## config.mk

```make
export PLATFORM = sky130hd
export DESIGN_NAME = edge_pack_writer_flat
export DESIGN_NICKNAME = d
export VERILOG_FILES = /design/src/rtl/edge_pkg.sv /design/src/rtl/edge_pack_writer_if.sv /design/src/rtl/edge_pack_writer_bit_packer8.sv /design/src/rtl/edge_pack_writer.sv /design/src/flat_wrapper.sv
export SDC_FILE = /design/constraint.sdc
export NUM_CORES = 1
export LEC_CHECK = 0
export BUFFER_PORTS_ARGS = -buffer_cell sky130_fd_sc_hd__buf_4
export CAP_MARGIN = 20
export CORE_MARGIN = 2
export CORE_UTILIZATION = 40
export DETAILED_ROUTE_END_ITERATION = 10
export SLEW_MARGIN = 25
export SYNTH_ARGS = -nofsm -noshare
export SYNTH_HDL_FRONTEND = slang
export SYNTH_SLANG_ARGS = --single-unit
export TNS_END_PERCENT = 10
```

## constraint.sdc

```tcl
create_clock -name clk -period 3.95 [get_ports clk]
set_clock_uncertainty 0.1 [all_clocks]
set_input_delay 0.395 -clock clk [delete_from_list [all_inputs] [get_ports clk]]
set_output_delay 0.395 -clock clk [all_outputs]
set_load 0.03 [all_outputs]
```

## src/rtl/edge_pkg.sv

```systemverilog
// Shared types and sizing for the edge bitmap packer: FSM states, pixel width,
// default frame size and the derived address / edge-count widths.
package edge_pkg;
  localparam int PIX_W      = 8;
  localparam int NPIX_DEF   = 65536;
  localparam int ADDR_W_DEF = $clog2(NPIX_DEF / 8);
  localparam int CNT_W      = 17;

  typedef enum logic [1:0] {
    IDLE = 2'd0,
    RUN  = 2'd1,
    DONE = 2'd2
  } state_t;
endpackage

```

## src/rtl/edge_pack_writer_if.sv

```systemverilog
// Pixel stream in, result SRAM write port and frame status out.
// The master side drives pixels; the slave side is the packer.
interface edge_pack_writer_if
  import edge_pkg::*;
#(
  parameter int ADDR_W = ADDR_W_DEF
);
  logic              start;
  logic [PIX_W-1:0]  thresh;
  logic              in_valid;
  logic [PIX_W-1:0]  in_pixel;
  logic              wr_en;
  logic [ADDR_W-1:0] wr_addr;
  logic [PIX_W-1:0]  wr_data;
  logic [CNT_W-1:0]  edge_cnt;
  logic              busy;
  logic              done;

  modport master (
    output start, thresh, in_valid, in_pixel,
    input  wr_en, wr_addr, wr_data, edge_cnt, busy, done
  );

  modport slave (
    input  start, thresh, in_valid, in_pixel,
    output wr_en, wr_addr, wr_data, edge_cnt, busy, done
  );
endinterface

```

## src/rtl/edge_pack_writer_bit_packer8.sv

```systemverilog
// Collects 8 serial bits MSB-first and emits a registered byte strobe
// one cycle after the 8th bit; the bit counter wraps with no bubble.
module bit_packer8 (
  input  logic       clk,
  input  logic       rst,
  input  logic       clr,
  input  logic       bit_valid,
  input  logic       bit_in,
  output logic       byte_valid,
  output logic [7:0] byte_out
);
  logic [6:0] sr_reg;
  logic [2:0] cnt_reg;

  always_ff @(posedge clk or posedge rst) begin
    if (rst) begin
      sr_reg     <= '0;
      cnt_reg    <= '0;
      byte_valid <= 1'b0;
      byte_out   <= '0;
    end else begin
      byte_valid <= 1'b0;
      if (clr) begin
        sr_reg  <= '0;
        cnt_reg <= '0;
      end else if (bit_valid) begin
        sr_reg  <= {sr_reg[5:0], bit_in};
        cnt_reg <= cnt_reg + 3'd1;
        // The 7 stored bits plus the incoming one form the finished byte
        if (cnt_reg == 3'd7) begin
          byte_valid <= 1'b1;
          byte_out   <= {sr_reg, bit_in};
        end
      end
    end
  end
endmodule

```

## src/rtl/edge_pack_writer.sv

```systemverilog
// Binarises the filtered pixel stream against a per-frame threshold, packs
// 8 edge bits per byte into the result SRAM and tracks the frame edge count.
module edge_pack_writer
  import edge_pkg::*;
#(
  parameter int NPIX   = NPIX_DEF,
  parameter int ADDR_W = ADDR_W_DEF
) (
  input logic               clk,
  input logic               rst,
  edge_pack_writer_if.slave bus
);
  localparam int              PC_W     = ADDR_W + 3;
  localparam logic [PC_W-1:0] LAST_PIX = PC_W'(NPIX - 1);

  state_t            state_reg, state_next;
  logic [PIX_W-1:0]  thr_reg;
  logic [PC_W-1:0]   pix_cnt_reg;
  logic [CNT_W-1:0]  edge_cnt_reg;
  logic [ADDR_W-1:0] wr_addr_reg;
  logic              busy_reg, done_reg;
  logic              accept, bit_val, group_end;
  logic              byte_valid;
  logic [7:0]        byte_out;

  // start takes priority over a coincident pixel, which is dropped
  assign accept    = (state_reg == RUN) && bus.in_valid && !bus.start;
  assign bit_val   = bus.in_pixel > thr_reg;
  assign group_end = accept && (pix_cnt_reg[2:0] == 3'd7);

  always_comb begin
    state_next = state_reg;
    case (state_reg)
      IDLE, DONE: if (bus.start) state_next = RUN;
      RUN: begin
        if (bus.start)
          state_next = RUN;
        else if (accept && (pix_cnt_reg == LAST_PIX))
          state_next = DONE;
      end
      default: state_next = IDLE;
    endcase
  end

  always_ff @(posedge clk or posedge rst) begin
    if (rst) begin
      state_reg <= IDLE;
      busy_reg  <= 1'b0;
      done_reg  <= 1'b0;
    end else begin
      state_reg <= state_next;
      busy_reg  <= (state_next == RUN);
      done_reg  <= (state_next == DONE);
    end
  end

  // The byte index is the upper part of the pixel counter
  always_ff @(posedge clk or posedge rst) begin
    if (rst) begin
      thr_reg      <= '0;
      pix_cnt_reg  <= '0;
      edge_cnt_reg <= '0;
      wr_addr_reg  <= '0;
    end else if (bus.start) begin
      thr_reg      <= bus.thresh;
      pix_cnt_reg  <= '0;
      edge_cnt_reg <= '0;
    end else if (accept) begin
      pix_cnt_reg  <= pix_cnt_reg + PC_W'(1);
      edge_cnt_reg <= edge_cnt_reg + CNT_W'(bit_val);
      if (group_end)
        wr_addr_reg <= pix_cnt_reg[PC_W-1:3];
    end
  end

  bit_packer8 u_packer (
    .clk        (clk),
    .rst        (rst),
    .clr        (bus.start),
    .bit_valid  (accept),
    .bit_in     (bit_val),
    .byte_valid (byte_valid),
    .byte_out   (byte_out)
  );

  assign bus.wr_en    = byte_valid;
  assign bus.wr_data  = byte_out;
  assign bus.wr_addr  = wr_addr_reg;
  assign bus.edge_cnt = edge_cnt_reg;
  assign bus.busy     = busy_reg;
  assign bus.done     = done_reg;
endmodule

```

## src/flat_wrapper.sv

```systemverilog
// flat-port wrapper written by rule: the top's interface ports become plain ports
module edge_pack_writer_flat import edge_pkg::*;
#(
  parameter int NPIX   = NPIX_DEF,
  parameter int ADDR_W = ADDR_W_DEF
)
  (clk, rst, bus_start, bus_thresh, bus_in_valid, bus_in_pixel, bus_wr_en, bus_wr_addr, bus_wr_data, bus_edge_cnt, bus_busy, bus_done);
  edge_pack_writer_if #(.ADDR_W(ADDR_W)) bus_i ();
  input logic clk;
  input logic rst;
  input wire logic [$bits(bus_i.start)-1:0] bus_start;
  input wire logic [$bits(bus_i.thresh)-1:0] bus_thresh;
  input wire logic [$bits(bus_i.in_valid)-1:0] bus_in_valid;
  input wire logic [$bits(bus_i.in_pixel)-1:0] bus_in_pixel;
  output wire logic [$bits(bus_i.wr_en)-1:0] bus_wr_en;
  output wire logic [$bits(bus_i.wr_addr)-1:0] bus_wr_addr;
  output wire logic [$bits(bus_i.wr_data)-1:0] bus_wr_data;
  output wire logic [$bits(bus_i.edge_cnt)-1:0] bus_edge_cnt;
  output wire logic [$bits(bus_i.busy)-1:0] bus_busy;
  output wire logic [$bits(bus_i.done)-1:0] bus_done;
  assign bus_i.start = bus_start;
  assign bus_i.thresh = bus_thresh;
  assign bus_i.in_valid = bus_in_valid;
  assign bus_i.in_pixel = bus_in_pixel;
  assign bus_wr_en = bus_i.wr_en;
  assign bus_wr_addr = bus_i.wr_addr;
  assign bus_wr_data = bus_i.wr_data;
  assign bus_edge_cnt = bus_i.edge_cnt;
  assign bus_busy = bus_i.busy;
  assign bus_done = bus_i.done;
  edge_pack_writer #(.NPIX(NPIX), .ADDR_W(ADDR_W)) u_core (.clk(clk), .rst(rst), .bus(bus_i));
endmodule
```

==> flow_summary.rst <==
.. list-table::
   :header-rows: 1

   * - Metric
     - Value
   * - Outcome
     - finished clean
   * - Switching Share
     - between 20% and 30%
   * - Via count normalized by instance count
     - slightly below 5
   * - Maximum resistive drop on vdd
     - approximately 0.18 mV
   * - Final Max Slew Viols
     - 0
   * - Total setup buffers inserted after CTS
     - 0
   * - I/O pin cnt
     - 61
   * - Cell area reported after detailed placement
     - ~4000 um2
   * - Final-report hold violation count
     - 0
   * - Post-CTS Resized
     - 0
   * - Count of H-tree levels built during CTS
     - 3
   * - Met3 Usage GRT
     - under 10%
   * - Crit. Startpoint
     - u_core.thr_reg[7]
   * - Clock transition at path regs
     - around 0.07 ns
   * - Library cell with the largest summed area after synthesis
     - dfrtp_1
   * - Post-Synthesis Net Count
     - 360
   * - Async SR Flop Fraction
     - 100%
   * - Setup violators final
     - 0
   * - Critical path data required time
     - 4.05 ns
   * - Last element of the critical path
     - u_core.bus.edge_cnt[16]
   * - Standard-cell rows
     - 33
   * - Area of the mapped netlist
     - ~3500 um2
   * - Crit Path Class
     - flop to flop
   * - Share of post-route cells with drive strength above 1
     - a little over a quarter
   * - Fmax
     - approximately 380 MHz
   * - Overall routing resource usage
     - between 10% and 20%
   * - CTS Buf Count
     - 9
   * - Combinational share of power
     - slightly below 7%
   * - Total via count after detailed routing
     - 2459
   * - Cts-stage hold buffer count
     - 0
   * - Synthesis-to-layout area growth
     - 22.4%
   * - Die H
     - a little under 100 um
   * - First-pass GRT wire length
     - around 12000 um
   * - Sequential fraction of design power
     - about half
   * - Post-synthesis sequential element count
     - just under 80
   * - Crit. End Element
     - flop
   * - DRC Markers
     - 0
   * - Worst Setup Start Kind
     - flop
   * - Register-to-Register Path Depth
     - 12
   * - NumNets Final
     - between 400 and 500
   * - Setup TNS
     - 0 ns
   * - Antenna violations before repair
     - 0
   * - Int Pwr
     - approximately 1.2 mW
   * - Estimated wirelength of the detail-placed design
     - between 4000 and 5000 um
   * - Global routing met2 resource utilization
     - 23.5%
   * - CTS tree
     - built
   * - Cell with the most instances after synthesis
     - dfrtp_1
   * - Max-cap check violation count
     - 0
   * - Largest net degree at the start of global routing
     - 63
   * - Port Buffers
     - 60
   * - Post-route total power
     - between 1.5 and 2 mW
   * - Power density of the placed cells
     - between 300 and 400 nW/um2
   * - Longest Clk Path Bufs
     - 2
   * - Number of violations reported at the end of detailed-routing iteration 0
     - roughly 130
   * - Number of fillers in the final layout
     - slightly below 800
   * - RD Place Congestion
     - roughly 0.74
   * - Reg-to-reg slack, setup
     - between 1 and 1.5 ns
   * - Root Buffer
     - clkbuf_8
   * - Largest register FFs
     - 17
   * - Total number of clock tree sinks
     - 77
   * - Count of unique library cells instantiated by Yosys
     - 30
   * - Core Box Area
     - 8300 um2
   * - Crit path max fanout
     - 4
   * - Most common library cells after synthesis
     - dfrtp_1 (77), nand2_1 (46), a21oi_1 (28)
   * - Starting density of the core
     - a little over two fifths
   * - Layer with the highest usage
     - met2
   * - Worst rel slew slack
     - ~46%
   * - Area fraction of the dominant cell type after synthesis
     - between 50% and 60%
   * - Routed len/inst
     - around 13 um
   * - Routed wire length
     - around 6500 um
   * - Critical R2R Capture
     - u_core.bus.edge_cnt[16]
   * - Number of optimization iterations in the first detailed-route pass
     - 4
   * - Non-Filler Cell Area, Final
     - 4250 um2
   * - Mean instance size in the synthesized netlist
     - around 11 um2
   * - Sequential element share of the synthesized area
     - between 50% and 60%
   * - Total global routing overflow
     - 0
   * - Overall die width
     - between 90 and 100 um
   * - Vias in the first global route
     - about 2500
   * - Cell types with the largest area share after synthesis
     - dfrtp_1 (56%), mux2_2 (6.5%), ha_1 (5.1%)
   * - Post-synthesis cell count
     - 326
   * - Cell count after placement
     - between 400 and 500
   * - Portion of the clock cycle consumed by the worst path in the final layout
     - between 60% and 70%
   * - Number of diodes added for antenna fixing
     - 0
   * - Leakage power figure
     - around 2.0 nW
   * - RSZ-0062 raised after global routing
     - no
   * - Met1 layer usage reported by global route
     - about a fifth
   * - Insertion delay to the later sink of the worst-skew pair
     - 0.34 ns
   * - R2r startpoint
     - u_core.thr_reg[7]
   * - Signal arrival time at the worst endpoint
     - around 2.8 ns
   * - Shortest clock period the worst path allows after layout
     - between 2 and 3 ns
   * - Yosys warnings
     - 0
   * - Final std cells w/o fill
     - between 400 and 500
   * - Pin slew with the least headroom to its limit
     - 0.817 ns
   * - EDFF count, synth
     - 0
   * - Classification of the worst-slack hold path
     - input port to async pin
   * - Total Die Area
     - 9430 um2
   * - Dominant register cell in the synthesized netlist
     - dfrtp_1
   * - Proportion of power drawn by the clock network
     - a little over two fifths
   * - Post-layout util
     - around 51%
   * - Number of nets with antenna violations after detailed routing
     - 0
   * - Switching power summed over all nets
     - about 340 uW
[worst max-delay path, cell delays in order, from the launching register on]
cell and delay, ns:
dfrtp_1 0.36, inv_1 0.07, ha_1 0.25, nand4_1 0.13
nor2_1 0.07, a211oi_1 0.24, or2_2 0.17, ha_1 0.20
ha_1 0.23, nand3_1 0.16, nor4_2 0.34, xnor2_1 0.15
nor2_1 0.05
[worst min path at each step]
stage	to	slack, ns	cells past startpoint
floorplan	u_core.u_packer.byte_out[7]	0.38	1
global placement	u_core.bus.wr_addr[8]	0.36	2
detailed placement	u_core.bus.wr_addr[5]	0.37	2
CTS	u_core.bus.wr_addr[7]	0.11	2
global route	u_core.bus.wr_addr[7]	0.14	2
finish	u_core.bus.wr_addr[7]	0.09	2
[area by class of cell]
type	instances	area, um2	area share [%]
clock buffer	12	155	3.65
clock inverter	4	70.1	1.65
inverter	14	52.6	1.24
multi-input combinational	224	1440	34.0
sequential	77	1930	45.4
tap	105	131	3.09
timing repair buffer	62	465	11.0
[per-layer routing]
| metal | vias to the layer above | wire (um) |
|---|---|---|
| met5 | - | 0 |
| met4 | 0 | 107 |
| met3 | 11 | 299 |
| met2 | 44 | 2930 |
| met1 | 1169 | 3190 |
| li1 | 1235 | - |
[power groups by stage]
stage | sequential [mW] | clock, mW | combinational (mW)
3_3_place_gp | 0.827 | 0 | 0.108
3_5_place_dp | 0.828 | 0 | 0.111
6_report | 0.812 | 0.657 | 0.108
5_1_grt | 0.814 | 0.725 | 0.127
2_1_floorplan | 0.829 | 0 | 0.0695
4_1_cts | 0.812 | 0.682 | 0.111
[metrics by stage]
| stage | hold slack, ns | setup slack, ns |
|---|---|---|
| floorplan | 0.381 | 1.49 |
| global placement | 0.363 | 1.19 |
| detailed placement | 0.374 | 1.10 |
| CTS | 0.109 | 1.24 |
| global route | 0.140 | 0.946 |
| finish | 0.0889 | 1.29 |
[cells by family after synthesis]
kind of cell    after synthesis  synth area share (%)
mux                          20                  6.49
flops                        77                  55.6
compound gates               48                  7.14
xor+xnor                     23                  5.81
fa+ha+maj                    14                  5.05
buf+inv                      25                  2.81
simple gates                119                  17.1
[layout by cell type (no fill, tap or decap), types with 3 or more instances in the layout]
| cell | n |
|---|---|
| o21ai_0 | 17 |
| a21oi_1 | 28 |
| or3_1 | 7 |
| nand3_1 | 7 |
| mux2_2 | 20 |
| nor3_1 | 3 |
| inv_1 | 13 |
| xor2_1 | 13 |
| nand2_1 | 46 |
| nor2_1 | 27 |
| xnor2_1 | 10 |
| dfrtp_1 | 77 |
| and3_1 | 4 |
| ha_1 | 14 |
| clkbuf_8 | 11 |
| buf_4 | 62 |
| nand4_1 | 12 |
No activity file was read; power rests on OpenSTA's default activity.
